$ cat src/rtl/y_run_logger.sv
// y_run_logger
//   Measures the length of every high run of the registered detector output
//   y_in and queues each length in a small first-word-fall-through FIFO.
//   The queued records are read out over a valid/ready handshake.
//
// Ports
//   clk         system clock, rising edge
//   rst_n       asynchronous active-low reset
//   y_in        detector output (already registered upstream)
//   en          logging enable; dropping it mid-run discards the run
//   rd_ready    consumer accepts the head record
//   rd_valid    head record available
//   rd_len      head record run length (capped at 2^CNT_W-1), 0 when empty
//   rd_sat      head record length exceeded the cap, 0 when empty
//   fifo_level  number of queued records
//   drop_cnt    records lost to a full FIFO, saturates at 255
//   busy        a run is currently being measured
module y_run_logger #(
    parameter int unsigned CNT_W      = 8,
    parameter int unsigned FIFO_DEPTH = 4
) (
    input  logic                         clk,
    input  logic                         rst_n,
    input  logic                         y_in,
    input  logic                         en,
    input  logic                         rd_ready,
    output logic                         rd_valid,
    output logic [CNT_W-1:0]             rd_len,
    output logic                         rd_sat,
    output logic [$clog2(FIFO_DEPTH):0]  fifo_level,
    output logic [7:0]                   drop_cnt,
    output logic                         busy
);

    localparam int unsigned   AW      = $clog2(FIFO_DEPTH);
    localparam int unsigned   LW      = AW + 1;
    localparam logic [LW-1:0] DEPTH_L = LW'(FIFO_DEPTH);

    typedef enum logic {
        IDLE = 1'b0,
        RUN  = 1'b1
    } state_t;

    state_t             state, state_nxt;
    logic [CNT_W-1:0]   cnt, cnt_nxt;
    logic               sat, sat_nxt;
    logic               y_d;
    logic               rise;
    logic               push;
    logic               pop;
    logic               push_ok;

    logic [CNT_W:0]     mem [FIFO_DEPTH];
    logic [AW-1:0]      wr_ptr;
    logic [AW-1:0]      rd_ptr;
    logic [CNT_W:0]     head;

    // y_d resets high so a run already in progress at reset release
    // never produces a rising edge and is therefore never logged.
    assign rise = y_in & ~y_d;

    always_ff @(posedge clk or negedge rst_n) begin
        if (!rst_n) begin
            state <= IDLE;
            cnt   <= '0;
            sat   <= 1'b0;
            y_d   <= 1'b1;
        end else begin
            state <= state_nxt;
            cnt   <= cnt_nxt;
            sat   <= sat_nxt;
            y_d   <= y_in;
        end
    end

    always_comb begin
        state_nxt = state;
        cnt_nxt   = cnt;
        sat_nxt   = sat;
        push      = 1'b0;
        case (state)
            IDLE: begin
                if (en && rise) begin
                    cnt_nxt   = CNT_W'(1);
                    sat_nxt   = 1'b0;
                    state_nxt = RUN;
                end
            end
            RUN: begin
                if (!en) begin
                    state_nxt = IDLE;
                end else if (y_in) begin
                    if (cnt != '1) begin
                        cnt_nxt = cnt + 1'b1;
                    end else begin
                        sat_nxt = 1'b1;
                    end
                end else begin
                    push      = 1'b1;
                    state_nxt = IDLE;
                end
            end
            default: state_nxt = IDLE;
        endcase
    end

    assign busy = (state == RUN);

    // FIFO: a push into a full FIFO still succeeds when the head is popped
    // on the same edge; the write then lands in the slot being vacated.
    assign rd_valid = (fifo_level != '0);
    assign pop      = rd_valid & rd_ready;
    assign push_ok  = push & ((fifo_level < DEPTH_L) | pop);
    assign head     = mem[rd_ptr];
    assign rd_len   = rd_valid ? head[CNT_W-1:0] : '0;
    assign rd_sat   = rd_valid & head[CNT_W];

    always_ff @(posedge clk) begin
        if (push_ok) begin
            mem[wr_ptr] <= {sat, cnt};
        end
    end

    always_ff @(posedge clk or negedge rst_n) begin
        if (!rst_n) begin
            wr_ptr     <= '0;
            rd_ptr     <= '0;
            fifo_level <= '0;
            drop_cnt   <= '0;
        end else begin
            if (push_ok) begin
                wr_ptr <= wr_ptr + 1'b1;
            end
            if (pop) begin
                rd_ptr <= rd_ptr + 1'b1;
            end
            case ({push_ok, pop})
                2'b10:   fifo_level <= fifo_level + 1'b1;
                2'b01:   fifo_level <= fifo_level - 1'b1;
                default: fifo_level <= fifo_level;
            endcase
            if (push && !push_ok && drop_cnt != 8'hFF) begin
                drop_cnt <= drop_cnt + 1'b1;
            end
        end
    end

endmodule

$ cat config.mk
export PLATFORM = sky130hd
export DESIGN_NAME = y_run_logger
export DESIGN_NICKNAME = d
export VERILOG_FILES = /design/src/rtl/y_run_logger.sv
export SDC_FILE = /design/constraint.sdc
export NUM_CORES = 1
export LEC_CHECK = 0
export BUFFER_PORTS_ARGS = -buffer_cell sky130_fd_sc_hd__buf_2
export CAP_MARGIN = 20
export CORE_MARGIN = 4
export CORE_UTILIZATION = 50
export CTS_CLUSTER_DIAMETER = 60
export DETAILED_ROUTE_END_ITERATION = 7
export GPL_TIMING_DRIVEN = 0
export PLACE_DENSITY = 0.81
export SLEW_MARGIN = 25
export SYNTH_ARGS = -nofsm -noshare
export SYNTH_HDL_FRONTEND = slang
export SYNTH_SLANG_ARGS = --single-unit
$ cat constraint.sdc
create_clock -name clk -period 2.45 [get_ports clk]
set_input_delay 0.245 -clock clk [delete_from_list [all_inputs] [get_ports clk]]
set_output_delay 0.245 -clock clk [all_outputs]
set_load 0.05 [all_outputs]
==> summary.txt <==
Outcome
  • Result of the run: complete, no violations

Synth
  • Top area cells in the synthesized netlist: edfxtp_1 (40%), dfrtp_1 (23%), mux4_2 (7.4%), and2_1 (3.2%), ha_1 (3.2%)
  • Synthesized instance count: between 150 and 200
  • Mapped Avg Cell Area: around 14 µm²
  • Sequential fraction of the synthesis area: ~64%
  • Predominant post-synthesis flop cell: edfxtp_1
  • Async SR Flop Fraction: a little over two fifths
  • Synth Register Bits: 62
  • Number of enable flip-flop cells after synthesis: 36
  • Share of Yosys cell area claimed by the top area cell type: 39.6%
  • Synth warnings: 0
  • Largest area contributor in the netlist: edfxtp_1
  • Unique masters post-synth: 39
  • Summed instance area of the synthesized netlist: ~2700 µm²
  • Net Count, Synth: around 200

Global routing
  • Total global routing overflow: 0
  • All-Layer GR Usage: 16.1%
  • Pin count of the biggest net entering global routing: 27
  • Via count of the first global-routing pass: about 1,600
  • Initial antenna violation count: 0
  • First-pass GRT wire length: ~7.9 mm

Route
  • Detailed-routing iteration count for the pre-antenna-repair pass: 5
  • DRC violation total after the first TritonRoute iteration: 128
  • Post-detailed-route via-to-cell ratio: around 5.4
  • Number of vias in the routed layout: about 1,600
  • Number of remaining DRC errors: 0
  • Routed Antenna Nets: 0
  • Final WL: about 4.6 mm
  • Per-cell routed wire length: between 15 and 20 µm

Critical path
  • Highest cell delay on the worst timing path: 0.39 ns
  • Crit path kind: reg2reg
  • CP required: about 2.7 ns
  • Library cell contributing the largest single delay on the critical path: dfrtp_1
  • Category of the worst setup path launch point: flip-flop
  • Max Fanout on Critical Path: 10
  • Data arrival at the endpoint of the critical path: between 2 and 3 ns
  • Cells along the critical path: buf_6 > and3b_2 > nor2b_1 > clkbuf_1 > inv_1 > ha_1 > inv_1 > fa_1 > xor2_1 > nor2_1 > xor2_1
  • Setup crit end kind: flip-flop

Timing
  • Crit path time final: between 2 and 2.5 ns
  • Post-route fraction of the period consumed by the critical path: 92.1%
  • Worst clock skew on the final layout: just over 0.009 ns
  • Setup repair after global routing missed its margin: no
  • Final number of max-transition violations: 0
  • Max frequency: about 0.44 GHz
  • Final Setup Violations: 0
  • Endpoints failing hold: 0
  • Summed negative setup slack over all endpoints: 0 ns
  • Actual slew at the worst max-slew pin: 0.593 ns
  • Worst Setup Slack, final: approximately 0.19 ns
  • Slew headroom: 60.4%

Clock network
  • Setup bufs post-CTS: 0
  • Cts hold-fix bufs: 1
  • Clk Latency, worst-skew pair: around 0.32 ns
  • CTS tree: yes
  • Inserted Clock Buffers: 9
  • Cells resized by post-CTS repair: 0
  • Buffers from clock root to sink, at most: 2
  • Clock sink count: 62
  • Root buf cell: clkbuf_8
  • Post-CTS clock slew at the launch and capture registers of the worst setup and hold paths: roughly 0.060 ns
  • Htree depth: 3

Layout
  • Most frequent standard cell in the layout excluding fill and tap cells: edfxtp_1
  • Area of the multi-input gates: between 900 and 1000 µm²
  • Area growth from synthesis to final layout: 13.9%
  • Fillers: 415
  • Proportion of layout cells with a drive suffix above 1: 23.7%
  • Number of diodes added for antenna fixing: 0
  • Top library cells by usage in the layout, fill and taps aside: edfxtp_1 (36), buf_2 (28), dfrtp_1 (25)
  • Storage element area: roughly 1700 µm²
  • Nets@finish: 240

Placement
  • Pre-CTS setup slack: approximately 0.21 ns
  • Detailed Place HPWL: ~3.1 mm
  • Buffers added on ports: 26
  • Routability-driven placement congestion ratio: between 0.7 and 0.8

Flow run
  • Maxcap violations: 0

Die
  • Die Span X: 81.9 µm
  • Die extent in y: roughly 82 µm
  • Initial cell density of the core: a little over half
  • Standard-cell rows: 26
  • Die footprint: approximately 6700 µm²
  • Core ar.: between 5000 and 6000 µm²
  • Top Ports: 27

Pwr
  • Static leakage: between 0.001 and 0.0015 µW
  • Pwr per Cell Area: 1050 nW/µm²
  • Worst ir drop on vdd: 0.000550 V

Hold path
  • Min-Delay Path Class: in2reg
==> cells by family (layout without fill, tap and decap cells) <==
| group | Yosys count | after routing | share of synthesized area, % |
|---|---|---|---|
| multiplexers | 12 | 12 | 8.57 |
| adder cells (fa/ha/maj) | 8 | 8 | 3.94 |
| AO/OA/AOI/OAI | 20 | 20 | 4.91 |
| buffers and inverters | 14 | 57 | 2.29 |
| XOR/XNOR | 13 | 13 | 4.17 |
| flip-flops | 62 | 62 | 63.5 |
| AND/OR/NAND/NOR | 60 | 60 | 12.6 |
==> state kept, by name, indices dropped and copies added, names as in the netlist <==
| register | flops |
|---|---|
| y_d | 1 |
| drop_cnt | 8 |
| sat | 1 |
| fifo_level | 3 |
| rd_ptr | 2 |
| cnt | 8 |
| wr_ptr | 2 |
| mem | 36 |
| busy | 1 |
==> Yosys cell counts (2+ instances only) <==
cell,number
o31ai_1,2
dfrtp_1,25
o21ai_0,4
ha_1,7
a21oi_1,6
buf_2,2
xnor2_1,8
nor3_1,2
or3_1,3
nand3_1,7
edfxtp_1,36
and3_1,4
inv_1,9
nand4_1,6
nor2_1,7
clkbuf_1,2
nor2b_1,2
and2_1,14
mux2i_1,2
a31oi_1,2
mux4_2,9
nand2_1,9
xor2_1,5
==> per-stage QoR <==
step                instances  utilization [%]  area (µm²)  hold slack (ns)  power [µW]
floorplan                 189                -        2730          -0.0506        2340
global placement          285             56.6        2950            0.280        2580
detailed placement        285             56.6        2950            0.287        2600
CTS                       302             59.7        3110           0.0236        3310
global route              302             59.7        3110           0.0183        3460
finish                    302             59.7        3110           0.0392        3280
==> cell type report <==
class                           instances  area share, %
Sequential cell                        62           55.8
Multi-Input combinational cell        113           30.0
Timing Repair Buffer                   27           4.51
Clock buffer                           13           4.47
Tap cell                               70           2.82
Inverter                                9           1.09
Buffer                                  5          0.926
Clock inverter                          3          0.403
==> where the power goes <==
| part | switching [µW] | internal (µW) | total (µW) |
|---|---|---|---|
| clock | 354 | 360 | 714 |
| sequential | 86.9 | 1210 | 1290 |
| combinational | 854 | 414 | 1270 |
| total | 1300 | 1980 | 3280 |
==> per-layer routing <==
layer	vias to the layer above	global-route usage, %	share of wire, %
li1	775	-	-
met1	809	21.6	44
met2	43	24.4	50
met3	4	4.71	4.8
met4	0	6.81	0.92
met5	-	0	0
==> worst max-delay path: cells and delay by family, from the launching register on <==
family	cells	cell delay, ns
adder cells (fa/ha/maj)	2	0.54
AND/OR/NAND/NOR	3	0.48
buffers and inverters	4	0.46
flip-flops	1	0.39
XOR/XNOR	2	0.30
==> worst paths after layout <==
path | startpoint | end | slack (ns) | cells after the start
worst min-delay path | y_in | y_d | 0.04 | 1
worst min register to register | drop_cnt[7] | drop_cnt[7] | 0.51 | 1
worst max register to register | busy | fifo_level[2] | 0.19 | 11
max in group asynchronous | rst_n | cnt[7] | 1.59 | 2
worst max-delay path | busy | fifo_level[2] | 0.19 | 11
min in group asynchronous | rst_n | drop_cnt[0] | 0.46 | 2
Power figures use the tool's default switching activity.
